--- src/rtl/hazard_forward_scoreboard.sv ---
// ID-stage hazard unit: tracks in-flight destination registers and resolves
// each ID source to a forwarding select, or raises stall for load-use / no-forward cases.
module hazard_forward_scoreboard #(
  parameter int DATA_W           = 32,
  parameter int REG_ADDR_W       = 4,
  parameter int DEPTH            = 3,
  parameter int FWD_EN           = 1,
  parameter int LOAD_READY_STAGE = 1,
  localparam int SEL_W           = $clog2(DEPTH + 1)
) (
  input  logic                    clk,
  input  logic                    rst,
  input  logic                    id_valid,
  input  logic                    id_use_src1,
  input  logic                    id_has_two_src,
  input  logic [REG_ADDR_W-1:0]   id_src1,
  input  logic [REG_ADDR_W-1:0]   id_src2,
  input  logic [REG_ADDR_W-1:0]   id_dest,
  input  logic                    id_wb_en,
  input  logic                    id_mem_r_en,
  input  logic                    flush,
  input  logic [DEPTH*DATA_W-1:0] stage_result,
  output logic                    stall,
  output logic [SEL_W-1:0]        fwd_sel1,
  output logic [SEL_W-1:0]        fwd_sel2,
  output logic [DATA_W-1:0]       fwd_val1,
  output logic [DATA_W-1:0]       fwd_val2,
  output logic [15:0]             stall_cnt
);

  function automatic logic [15:0] sat_inc(input logic [15:0] cnt);
    return (cnt == 16'hFFFF) ? cnt : cnt + 16'd1;
  endfunction

  logic [DEPTH-1:0]      sb_vld;
  logic [DEPTH-1:0]      sb_wb;
  logic [DEPTH-1:0]      sb_mr;
  logic [REG_ADDR_W-1:0] sb_dest [DEPTH];

  logic              hit1, hit2, ld1, ld2, early1, early2, hz1, hz2, issue;
  logic [SEL_W-1:0]  cand1, cand2;
  logic [DATA_W-1:0] cval1, cval2;

  // Producer lookup: scan oldest to youngest so the lowest matching k wins.
  always_comb begin
    hit1 = 1'b0; ld1 = 1'b0; early1 = 1'b0; cand1 = '0; cval1 = '0;
    hit2 = 1'b0; ld2 = 1'b0; early2 = 1'b0; cand2 = '0; cval2 = '0;
    for (int k = DEPTH - 1; k >= 0; k--) begin
      if (sb_vld[k] && sb_wb[k] && sb_dest[k] == id_src1) begin
        hit1   = 1'b1;
        ld1    = sb_mr[k];
        early1 = (k < LOAD_READY_STAGE);
        cand1  = SEL_W'(k + 1);
        cval1  = stage_result[k*DATA_W +: DATA_W];
      end
      if (sb_vld[k] && sb_wb[k] && sb_dest[k] == id_src2) begin
        hit2   = 1'b1;
        ld2    = sb_mr[k];
        early2 = (k < LOAD_READY_STAGE);
        cand2  = SEL_W'(k + 1);
        cval2  = stage_result[k*DATA_W +: DATA_W];
      end
    end
  end

  always_comb begin
    hz1      = id_use_src1 && hit1 && ((FWD_EN == 0) || (ld1 && early1));
    hz2      = id_has_two_src && hit2 && ((FWD_EN == 0) || (ld2 && early2));
    stall    = id_valid && !flush && (hz1 || hz2);
    issue    = id_valid && !flush && !stall;
    fwd_sel1 = '0;
    fwd_val1 = '0;
    fwd_sel2 = '0;
    fwd_val2 = '0;
    if (FWD_EN != 0 && id_use_src1 && hit1 && !hz1) begin
      fwd_sel1 = cand1;
      fwd_val1 = cval1;
    end
    if (FWD_EN != 0 && id_has_two_src && hit2 && !hz2) begin
      fwd_sel2 = cand2;
      fwd_val2 = cval2;
    end
  end

  // Scoreboard advance: control bits are reset, payload fields just follow.
  always_ff @(posedge clk) begin
    if (rst) begin
      sb_vld    <= '0;
      stall_cnt <= '0;
    end else begin
      for (int k = DEPTH - 1; k > 0; k--) sb_vld[k] <= sb_vld[k-1];
      sb_vld[0] <= issue;
      if (stall) stall_cnt <= sat_inc(stall_cnt);
    end
  end

  always_ff @(posedge clk) begin
    for (int k = DEPTH - 1; k > 0; k--) begin
      sb_dest[k] <= sb_dest[k-1];
      sb_wb[k]   <= sb_wb[k-1];
      sb_mr[k]   <= sb_mr[k-1];
    end
    sb_dest[0] <= id_dest;
    sb_wb[0]   <= id_wb_en;
    sb_mr[0]   <= id_mem_r_en;
  end

endmodule
--- config.mk ---
export PLATFORM = sky130hd
export DESIGN_NAME = hazard_forward_scoreboard
export DESIGN_NICKNAME = d
export VERILOG_FILES = /design/src/rtl/hazard_forward_scoreboard.sv
export SDC_FILE = /design/constraint.sdc
export NUM_CORES = 1
export LEC_CHECK = 0
export CAP_MARGIN = 20
export CORE_MARGIN = 2
export CORE_UTILIZATION = 38
export DETAILED_ROUTE_END_ITERATION = 10
export PLACE_DENSITY = 0.81
export SLEW_MARGIN = 30
export SYNTH_ARGS = -nofsm -noshare
export SYNTH_HDL_FRONTEND = slang
export SYNTH_SLANG_ARGS = --single-unit
--- constraint.sdc ---
create_clock -name clk -period 2.8 [get_ports clk]
set_input_delay 0.56 -clock clk [delete_from_list [all_inputs] [get_ports clk]]
set_output_delay 0.56 -clock clk [all_outputs]
set_load 0.01 [all_outputs]
==> results of run 1 <==
[registers in the layout, indices dropped and copies added (netlist names)]
name / count
sb_dest: 12
sb_mr: 1
sb_vld: 3
sb_wb: 3
stall_cnt: 16
[kinds of logic after synthesis]
logic type	after synthesis	synth area share [%]
AO/OA/AOI/OAI	157	43.8
AND/OR/NAND/NOR	134	18.0
buffers and inverters	56	8.15
flip-flops	35	20.9
XOR/XNOR	31	8.11
multiplexers	2	0.636
adder cells (fa/ha/maj)	1	0.374
[Yosys cell counts, types with 2 or more instances]
| cell | count |
|---|---|
| dfxtp_1 | 35 |
| xnor2_1 | 22 |
| a21o_1 | 3 |
| and3_1 | 4 |
| a211oi_1 | 36 |
| and4_1 | 3 |
| clkbuf_1 | 29 |
| a2111oi_2 | 4 |
| and2_1 | 3 |
| buf_6 | 6 |
| nand3_1 | 8 |
| a32oi_1 | 64 |
| nor3_1 | 2 |
| nor2b_1 | 5 |
| buf_2 | 5 |
| xor2_1 | 9 |
| nand2b_1 | 3 |
| nand4_1 | 6 |
| a2111oi_0 | 3 |
| nor2_1 | 81 |
| a21oi_1 | 11 |
| a211oi_2 | 29 |
| buf_4 | 3 |
| inv_1 | 10 |
| buf_1 | 2 |
| nand2_1 | 15 |
[worst paths after layout]
check	from	endpoint	slack, ns	depth (start not counted)
worst min-delay path	sb_wb[0]$_DFF_P_	sb_wb[1]$_DFF_P_	0.36	0
worst max-delay path	id_src2[2]	fwd_val2[14]	-0.16	10
worst max register to register	sb_dest[0][0]$_DFF_P_	stall_cnt[4]$_SDFFE_PP0P_	0.42	10
worst min register to register	sb_wb[0]$_DFF_P_	sb_wb[1]$_DFF_P_	0.36	0
[per-stage QoR]
step / setup WS (ns) / total power, mW / std cells / utilization, % / setup TNS (ns)
final: -0.157 / 1.32 / 762 / 77.8 / -3.46
after global placement: -0.862 / 0.839 / 725 / 66.6 / -54.48
after detailed placement: -0.907 / 0.846 / 725 / 66.6 / -57.96
after global routing: -0.207 / 1.36 / 762 / 77.8 / -8.45
after floorplan: 0.147 / 0.604 / 416 / - / 0
after CTS: -0.104 / 1.25 / 756 / 71.6 / -0.770
[power by group through the flow]
stage	Combinational (mW)	Sequential [mW]	Clock (mW)
final	0.441	0.528	0.355
after global routing	0.455	0.529	0.378
after CTS	0.377	0.525	0.353
after detailed placement	0.312	0.534	0
after global placement	0.307	0.532	0
after floorplan	0.0713	0.532	0
[repair_timing]
item / CTS / global route
hold endpoints to repair: 0 / 0
resized for setup: 377 / 76
setup buffers: 15 / 4
pin swaps: 32 / 59
gates cloned: 9 / 3
endpoints found under the setup margin: 69 / 68
[layout make-up]
| type | instances | area [sq um] | share of cell area, % |
|---|---|---|---|
| Clock inverter | 1 | 5.00 | 0.0745 |
| Timing Repair Buffer | 275 | 2680 | 39.8 |
| Inverter | 11 | 41.3 | 0.615 |
| Clock buffer | 7 | 76.3 | 1.14 |
| Sequential cell | 35 | 716 | 10.7 |
| Multi-Input combinational cell | 325 | 3070 | 45.7 |
| Tap cell | 108 | 135 | 2.01 |
[per-layer routing]
metal  global-route usage, %  part of all wire (%)
met1                    36.3                    37
met2                    55.2                    50
met3                    5.08                   7.9
met4                    12.0                   5.2
met5                       0                     0
[layout by cell type, fill, tap and decap left out, drive strengths merged, types with 3 or more instances in the layout]
cell             n
buf            145
clkdlybuf4s50  123
nor2            82
a211oi          65
a32oi           64
dfxtp           35
xnor2           22
nand2           15
inv             11
a21oi           11
clkbuf          11
xor2             9
nand3            8
a2111oi          8
nand4            6
nor2b            5
and3             4
nand2b           3
and4             3
a21o             3
and2             3
nor3             3
==> results by group, run 1 <==
Route
  • Pre-antenna DRT Iters: 5
  • Wire length per cell: 22.7 um
  • Antenna-violating nets left: 0
  • Routed WL: 17.3 mm
  • Via/cell ratio: 6.32
  • Drc violations: 0
  • Initial DRC Count: 278
  • Vias: 4817

Final layout
  • Synthesis-to-finish area growth: 101%
  • Finished Cell Area: 0.00672 sq mm
  • Nets@finish: 770
  • Fillers: 541
  • Share of cells above drive strength 1: 44.3%
  • Diode count: 0

Pwr
  • Gate power share: 33.3%
  • Net switching power: 0.377 mW
  • Clk pwr share: 26.8%
  • Sequential share of power: 39.9%
  • Sw frac: 28.5%
  • PD cells: 197 mW/mm^2
  • Peak supply drop: 0.317 mV
  • Int Power: 0.947 mW
  • Lkg Pwr: 2.52 nW

Synth
  • Post-synth top flop: dfxtp_1
  • Top cell type's share of synthesized area: 20.9%
  • Cells after synthesis: 416
  • Synth cell types: 41
  • Post-synth ARST share: 0%
  • Mapped Avg Cell Area: 8.05 sq um
  • Mapped Area: 0.00335 sq mm
  • Post-synth EDFFs: 0
  • Synthesis-stage register bit count: 35
  • Top cells by area, synth: dfxtp_1, a32oi_1, a211oi_2, nor2_1, a211oi_1
  • Sequential area share after synthesis: 20.9%
  • Yosys top cell by area: dfxtp_1
  • Synth warn: 0
  • Mapped Nets: 533

Critical path
  • CP max FO: 8
  • WP data required: 2.24 ns
  • Crit-path cells: buf_6 -> buf_6 -> xor2_1 -> nor3_2 -> nand2_2 -> a211o_4 -> buf_12 -> buf_16 -> a211oi_2 -> buf_2
  • CP Data Arrival Time: 2.40 ns
  • Setup CP Type: in2out
  • Startpoint Class: input pin
  • Worst Path Buf+Inv: 5
  • Crit path top cell by count: buf_6
  • Crit-path leading delay family: buffers and inverters
  • Crit. End Element: output port
  • Slowest CP cell: a211o_4
  • Largest stage delay, worst path: 0.42 ns

STA
  • Min Tclk post-route: 2.96 ns
  • Final setup viols: 63
  • Actual slew at the worst max-slew pin: 0.526 ns
  • Max Fclk: 0.338 GHz
  • Max-slew violations: 0
  • Setup Skew: 0.00791 ns
  • Final worst-path cycle share: 106%
  • RSZ-0062 raised after global routing: true
  • Hold WS: 0.359 ns
  • Final worst slack: -0.157 ns
  • Fin. Hold Viols: 0
  • Slew headroom: 64.0%

Floorplan
  • Die W: 97.9 um
  • Rows: 34
  • Initial core utilization: 38.8%
  • Die area: 0.00957 sq mm
  • I/O Pins: 201
  • Core footprint: 0.00864 sq mm
  • Die Span Y: 97.9 um

Run status
  • Failing checks: negative setup slack
  • Run status: complete, but fails checks

Worst hold path
  • Hold crit path type: reg2reg

Placed design
  • Post-DP HPWL: 9.96 mm
  • Placed Area: 0.00575 sq mm
  • RePlAce Congestion: 0.971
  • PortBufs: 200

Global routing
  • All-Layer GR Usage: 30.7%
  • Initial antenna violation count: 0
  • Gr ovfl total: 0
  • Largest net degree at the start of global routing: 51
  • Via count of the first global-routing pass: 4666
  • First-pass GRT wire length: 24.2 mm

CTS
  • CTS Buf Count: 5
  • Clock slew at reported path FFs: 0.06 ns
  • CTS tree: built
  • Clock Sinks: 35
  • CTS root buffer: clkbuf_8
  • CTS HTree Levels: 2
  • Clock latency on the worst-skew pair: 0.29 ns
  • CTS Buffer Depth: 2
  • Hold buffer count at CTS: 0

Run
  • Max-cap violations: 0
Note: power is estimated with default switching activity, not from simulation.
==> run 2: changes to the inputs <==
--- a/config.mk
+++ b/config.mk
@@ -10,6 +10,7 @@
 export CORE_UTILIZATION = 38
 export DETAILED_ROUTE_END_ITERATION = 10
 export PLACE_DENSITY = 0.81
+export SKIP_CTS_REPAIR_TIMING = 1
 export SLEW_MARGIN = 30
 export SYNTH_ARGS = -nofsm -noshare
 export SYNTH_HDL_FRONTEND = slang
==> results by group, run 2 (synthesis results as in run 1) <==
Run status
  • Run status: complete, but fails checks (unchanged)
  • Failing checks: negative setup slack (unchanged)

Critical path
  • Setup CP Type: in2out (unchanged)
  • WP data required: 2.24 ns (about the same)
  • Startpoint Class: input pin (unchanged)
  • CP Data Arrival Time: 2.26 ns (was 2.40 ns)
  • R2R Setup Slk: 0.56 ns (was 0.42 ns)
  • CP max FO: 8 (unchanged)
  • Crit. End Element: output port (unchanged)

Route
  • Initial DRC Count: 180 (was 278)
  • Drc violations: 0 (unchanged)
  • Vias: 4584 (was 4817)
  • Wire length per cell: 20.8 um (was 22.7 um)
  • Routed WL: 15.5 mm (was 17.3 mm)
  • Via/cell ratio: 6.14 (was 6.32)
  • Pre-antenna DRT Iters: 5 (unchanged)
  • Antenna-violating nets left: 0 (unchanged)

Final layout
  • Commonest non-fill, non-tap cells in the layout: clkdlybuf4s50_1, nor2_1, a211oi_2 (was clkdlybuf4s50_1, nor2_1, buf_2)
  • Final core occ: 74.6% (was 77.8%)
  • Synthesis-to-finish area growth: 92.6% (was 101%)
  • Fillers: 591 (was 541)
  • Register area: 706 sq um (was 716 sq um)
  • Largest regs: stall_cnt x16, sb_dest x12 (unchanged)
  • Leading cell type in the layout, fill and taps excluded: clkdlybuf4s50_1 (unchanged)
  • Footprint of the multi-input gates: 0.00293 sq mm (was 0.00307 sq mm)
  • Biggest register: stall_cnt (unchanged)
  • Diode count: 0 (unchanged)
  • Max reg flops: 16 (unchanged)
  • Nets@finish: 754 (was 770)
  • Share of cells above drive strength 1: 37.5% (was 44.3%)

CTS
  • Clock slew at reported path FFs: 0.06 ns (about the same)
  • CTS root buffer: clkbuf_8 (unchanged)
  • CTS Buf Count: 5 (unchanged)
  • Clock latency on the worst-skew pair: 0.29 ns (about the same)
  • CTS tree: built (unchanged)
  • CTS HTree Levels: 2 (unchanged)
  • Clock Sinks: 35 (unchanged)
  • CTS Buffer Depth: 2 (unchanged)

STA
  • Final worst slack: -0.0239 ns (was -0.157 ns)
  • RSZ-0062 raised after global routing: true (unchanged)
  • Fin. Hold Viols: 0 (unchanged)
  • Final worst-path cycle share: 101% (was 106%)
  • Max-slew violations: 0 (unchanged)
  • Min Tclk post-route: 2.82 ns (was 2.96 ns)
  • Actual slew at the worst max-slew pin: 0.538 ns (was 0.526 ns)
  • Slew headroom: 63.2% (was 64.0%)
  • Final setup viols: 11 (was 63)
  • Setup Skew: 0.00768 ns (was 0.00791 ns)
  • Max Fclk: 0.354 GHz (was 0.338 GHz)

Placed design
  • PortBufs: 200 (unchanged)
  • RePlAce Congestion: 0.971 (unchanged)
  • Post-DP HPWL: 9.96 mm (unchanged)

Pwr
  • Int Power: 0.916 mW (was 0.947 mW)
  • Net switching power: 0.347 mW (was 0.377 mW)
  • PD cells: 196 mW/mm^2 (was 197 mW/mm^2)
  • Sequential share of power: 41.8% (was 39.9%)
  • Peak supply drop: 0.331 mV (was 0.317 mV)
  • Sw frac: 27.5% (was 28.5%)
  • Lkg Pwr: 2.67 nW (was 2.52 nW)
  • Gate power share: 30.4% (was 33.3%)
  • Clk pwr share: 27.9% (was 26.8%)
  • Power Total: 1.26 mW (was 1.32 mW)

Run
  • Max-cap violations: 0 (unchanged)

Floorplan
  • Die W: 97.9 um (unchanged)
  • Rows: 34 (unchanged)
  • Die Span Y: 97.9 um (unchanged)
  • I/O Pins: 201 (unchanged)
  • Die area: 0.00957 sq mm (unchanged)
  • Initial core utilization: 38.8% (unchanged)
  • Core footprint: 0.00864 sq mm (unchanged)

Global routing
  • First-pass GRT wire length: 21.4 mm (was 24.2 mm)
  • Via count of the first global-routing pass: 4340 (was 4666)
  • Initial antenna violation count: 0 (unchanged)
  • All-Layer GR Usage: 26.5% (was 30.7%)
  • Largest net degree at the start of global routing: 51 (unchanged)
  • Gr ovfl total: 0 (unchanged)

Worst hold path
  • Hold crit path type: reg2reg (unchanged)
-- run 2: power by group through the flow --
stage / logic (mW) / registers (mW) / clock network, mW
final: 0.384 / 0.527 / 0.352
after global routing: 0.400 / 0.529 / 0.383
after CTS: 0.315 / 0.522 / 0.353
after detailed placement: 0.312 / 0.534 / 0
after global placement: 0.307 / 0.532 / 0
after floorplan: 0.0713 / 0.532 / 0
-- run 2: metal layers --
layer	GRT usage (%)	up-vias	routed length [um]
met2	49.0	262	7940
li1	-	2066	-
met1	31.2	2214	5920
met4	8.12	0	486
met3	4.01	42	1180
met5	0	-	0
-- run 2: worst paths after layout --
kind | end | startpoint | depth (start not counted)
max | fwd_val2[13] | id_src2[1] | 12
min reg2reg | sb_wb[1]$_DFF_P_ | sb_wb[0]$_DFF_P_ | 0
min | sb_wb[1]$_DFF_P_ | sb_wb[0]$_DFF_P_ | 0
max reg2reg | stall_cnt[4]$_SDFFE_PP0P_ | sb_dest[0][2]$_DFF_P_ | 9
-- run 2: cell type report --
cell class	count	area share, %
Multi-Input combinational cell	325	45.4
Timing Repair Buffer	259	39.6
Clock inverter	1	0.0776
Inverter	11	0.641
Clock buffer	7	1.18
Tap cell	108	2.10
Sequential cell	35	10.9
-- run 2: worst max-delay path, cell delays in order --
cell,delay [ns]
clkbuf_2,0.14
xnor2_2,0.16
nand3_2,0.10
nor3_4,0.05
buf_4,0.14
buf_4,0.14
nor2b_4,0.13
buf_12,0.14
buf_8,0.14
a32oi_1,0.13
a211oi_2,0.25
buf_2,0.18
-- run 2: stage by stage --
| stage | setup slack [ns] | cell area, sq um | instances | TNS [ns] | hold WS [ns] |
|---|---|---|---|---|---|
| finish | -0.0239 | 6450 | 746 | -0.140 | 0.356 |
| floorplan | 0.147 | 3350 | 416 | 0 | 0.331 |
| global placement | -0.862 | 5750 | 725 | -54.48 | 0.334 |
| CTS | -0.917 | 5830 | 733 | -57.74 | 0.351 |
| global route | -0.109 | 6450 | 746 | -2.90 | 0.367 |
| detailed placement | -0.907 | 5750 | 725 | -57.96 | 0.336 |
==> run 3: changes to the inputs <==
--- a/config.mk
+++ b/config.mk
@@ -6,7 +6,7 @@
 export NUM_CORES = 1
 export LEC_CHECK = 0
 export CAP_MARGIN = 20
-export CORE_MARGIN = 2
+export CORE_MARGIN = 10
 export CORE_UTILIZATION = 38
 export DETAILED_ROUTE_END_ITERATION = 10
 export PLACE_DENSITY = 0.81
==> results by group, run 3 (synthesis results as in run 1) <==
Final layout
  • Biggest register: stall_cnt (unchanged)
  • Share of cells above drive strength 1: 43.0% (was 37.5%)
  • Max reg flops: 16 (unchanged)
  • Synthesis-to-finish area growth: 92.7% (was 92.6%)
  • Largest regs: stall_cnt x16, sb_dest x12 (unchanged)
  • Diode count: 0 (unchanged)
  • Finished Cell Area: 0.00645 sq mm (about the same)
  • Leading cell type in the layout, fill and taps excluded: clkdlybuf4s50_1 (unchanged)
  • Nets@finish: 767 (was 754)
  • Commonest non-fill, non-tap cells in the layout: clkdlybuf4s50_1, nor2_1, buf_2 (was clkdlybuf4s50_1, nor2_1, a211oi_2)

CTS
  • CTS tree: built (unchanged)
  • Clock Sinks: 35 (unchanged)
  • CTS root buffer: clkbuf_8 (unchanged)
  • CTS Buffer Depth: 2 (unchanged)
  • CTS Buf Count: 5 (unchanged)
  • CTS HTree Levels: 2 (unchanged)
  • Clock slew at reported path FFs: 0.08 ns (was 0.06 ns)
  • Clock latency on the worst-skew pair: 0.30 ns (was 0.29 ns)

Route
  • Initial DRC Count: 472 (was 180)
  • Antenna-violating nets left: 0 (unchanged)
  • Vias: 4690 (was 4584)
  • Wire length per cell: 23.7 um (was 20.8 um)
  • Pre-antenna DRT Iters: 7 (was 5)
  • Drc violations: 0 (unchanged)
  • Via/cell ratio: 6.18 (was 6.14)
  • Routed WL: 18.0 mm (was 15.5 mm)

Global routing
  • Initial antenna violation count: 0 (unchanged)
  • All-Layer GR Usage: 21.4% (was 26.5%)
  • First-pass GRT wire length: 23.2 mm (was 21.4 mm)
  • Largest net degree at the start of global routing: 56 (was 51)
  • Via count of the first global-routing pass: 4379 (was 4340)
  • Gr ovfl total: 0 (unchanged)

Critical path
  • Largest stage delay, worst path: 0.35 ns (was 0.25 ns)
  • Slowest CP cell: dfxtp_2 (was a211oi_2)
  • CP Data Arrival Time: 2.39 ns (was 2.26 ns)
  • Crit-path cells: xnor2_2 -> o2111ai_4 -> a2111oi_4 -> buf_4 -> o311ai_4 -> clkbuf_16 -> a211oi_2 -> buf_2 (was clkbuf_2 -> xnor2_2 -> nand3_2 -> nor3_4 -> buf_4 -> buf_4 -> nor2b_4 -> buf_12 -> buf_8 -> a32oi_1 -> a211oi_2 -> buf_2)
  • Setup CP Type: reg2out (was in2out)
  • WP data required: 2.24 ns (about the same)
  • Worst Path Buf+Inv: 3 (was 6)
  • Crit-path leading delay family: compound AO/OA/AOI/OAI gates (was buffers and inverters)
  • Crit. End Element: output port (unchanged)
  • CP max FO: 5 (was 8)
  • Startpoint Class: register (was input pin)

Floorplan
  • Die area: 0.0130 sq mm (was 0.00957 sq mm)
  • Die W: 114 um (was 97.9 um)
  • Die Span Y: 114 um (was 97.9 um)
  • Initial core utilization: 38.8% (unchanged)
  • Core footprint: 0.00864 sq mm (unchanged)
  • Rows: 34 (unchanged)
  • I/O Pins: 201 (unchanged)

Placed design
  • RePlAce Congestion: 0.900 (was 0.971)
  • PortBufs: 200 (unchanged)
  • Post-DP HPWL: 11.6 mm (was 9.96 mm)
  • Placed Area: 0.00572 sq mm (was 0.00575 sq mm)

STA
  • Slew headroom: 56.8% (was 63.2%)
  • Max-slew violations: 0 (unchanged)
  • Setup Skew: 0.0141 ns (was 0.00768 ns)
  • Final worst slack: -0.146 ns (was -0.0239 ns)
  • Final worst-path cycle share: 105% (was 101%)
  • Max Fclk: 0.339 GHz (was 0.354 GHz)
  • Final setup viols: 62 (was 11)
  • Min Tclk post-route: 2.95 ns (was 2.82 ns)
  • Actual slew at the worst max-slew pin: 0.646 ns (was 0.538 ns)
  • Fin. Hold Viols: 0 (unchanged)
  • TNS Setup: -4.15 ns (was -0.140 ns)
  • RSZ-0062 raised after global routing: true (unchanged)

Pwr
  • PD cells: 216 mW/mm^2 (was 196 mW/mm^2)
  • Lkg Pwr: 2.44 nW (was 2.67 nW)
  • Peak supply drop: 0.387 mV (was 0.331 mV)
  • Power Total: 1.40 mW (was 1.26 mW)

Run status
  • Failing checks: negative setup slack (unchanged)
  • Run status: complete, but fails checks (unchanged)

Worst hold path
  • Hold crit path type: reg2reg (unchanged)

Run
  • Max-cap violations: 0 (unchanged)
-- run 3: cell types whose count changed in the layout (fill, tap and decap cells not counted), moves of 3 or more --
cell	before	now
xnor2_2	9	6
a211oi_4	4	0
a211oi_1	10	3
clkbuf_2	15	2
buf_6	12	19
a211oi_2	51	62
buf_4	29	36
buf_2	37	67
a32oi_1	39	42
dlymetal6s2s_1	22	3
-- run 3: layer usage --
layer	GRT usage [%]	part of all wire, %	wire length [um]	vias up
met4	7.60	4.0	716	0
met5	0	0	0	-
li1	-	-	-	2091
met2	37.7	50	8900	258
met3	5.14	8.0	1440	59
met1	24.5	38	6900	2282
-- run 3: cell type report --
class                           instances  area, sq um
Clock inverter                          2         35.0
Clock buffer                            6         82.6
Inverter                               11         41.3
Tap cell                              108          135
Sequential cell                        35          708
Multi-Input combinational cell        326         2910
Timing Repair Buffer                  271         2540
Fill cell                             601         2180
-- run 3: worst paths after layout --
| path | startpoint | endpoint | slack (ns) | cells past startpoint |
|---|---|---|---|---|
| hold reg to reg | sb_wb[0]$_DFF_P_ | sb_wb[1]$_DFF_P_ | 0.34 | 0 |
| setup reg to reg | sb_dest[0][0]$_DFF_P_ | stall_cnt[14]$_SDFFE_PP0P_ | 0.52 | 9 |
| setup / recovery | sb_dest[0][7]$_DFF_P_ | fwd_val1[5] | -0.15 | 8 |
| hold / removal | sb_wb[0]$_DFF_P_ | sb_wb[1]$_DFF_P_ | 0.34 | 0 |
-- run 3: where the power goes --
group | internal, mW | switching (mW) | total, mW
combinational | 0.236 | 0.159 | 0.395
clock | 0.288 | 0.186 | 0.474
sequential | 0.512 | 0.0145 | 0.527
total | 1.04 | 0.360 | 1.40
-- run 3: metrics by stage --
stage | setup WS (ns) | std cells | hold slack [ns] | utilization, %
finish | -0.146 | 759 | 0.336 | 74.7
global route | -0.243 | 759 | 0.352 | 74.7
CTS | -1.17 | 735 | 0.343 | 67.5
detailed placement | -1.17 | 727 | 0.340 | 66.2
global placement | -1.06 | 727 | 0.338 | 66.2
floorplan | 0.147 | 416 | 0.331 | -
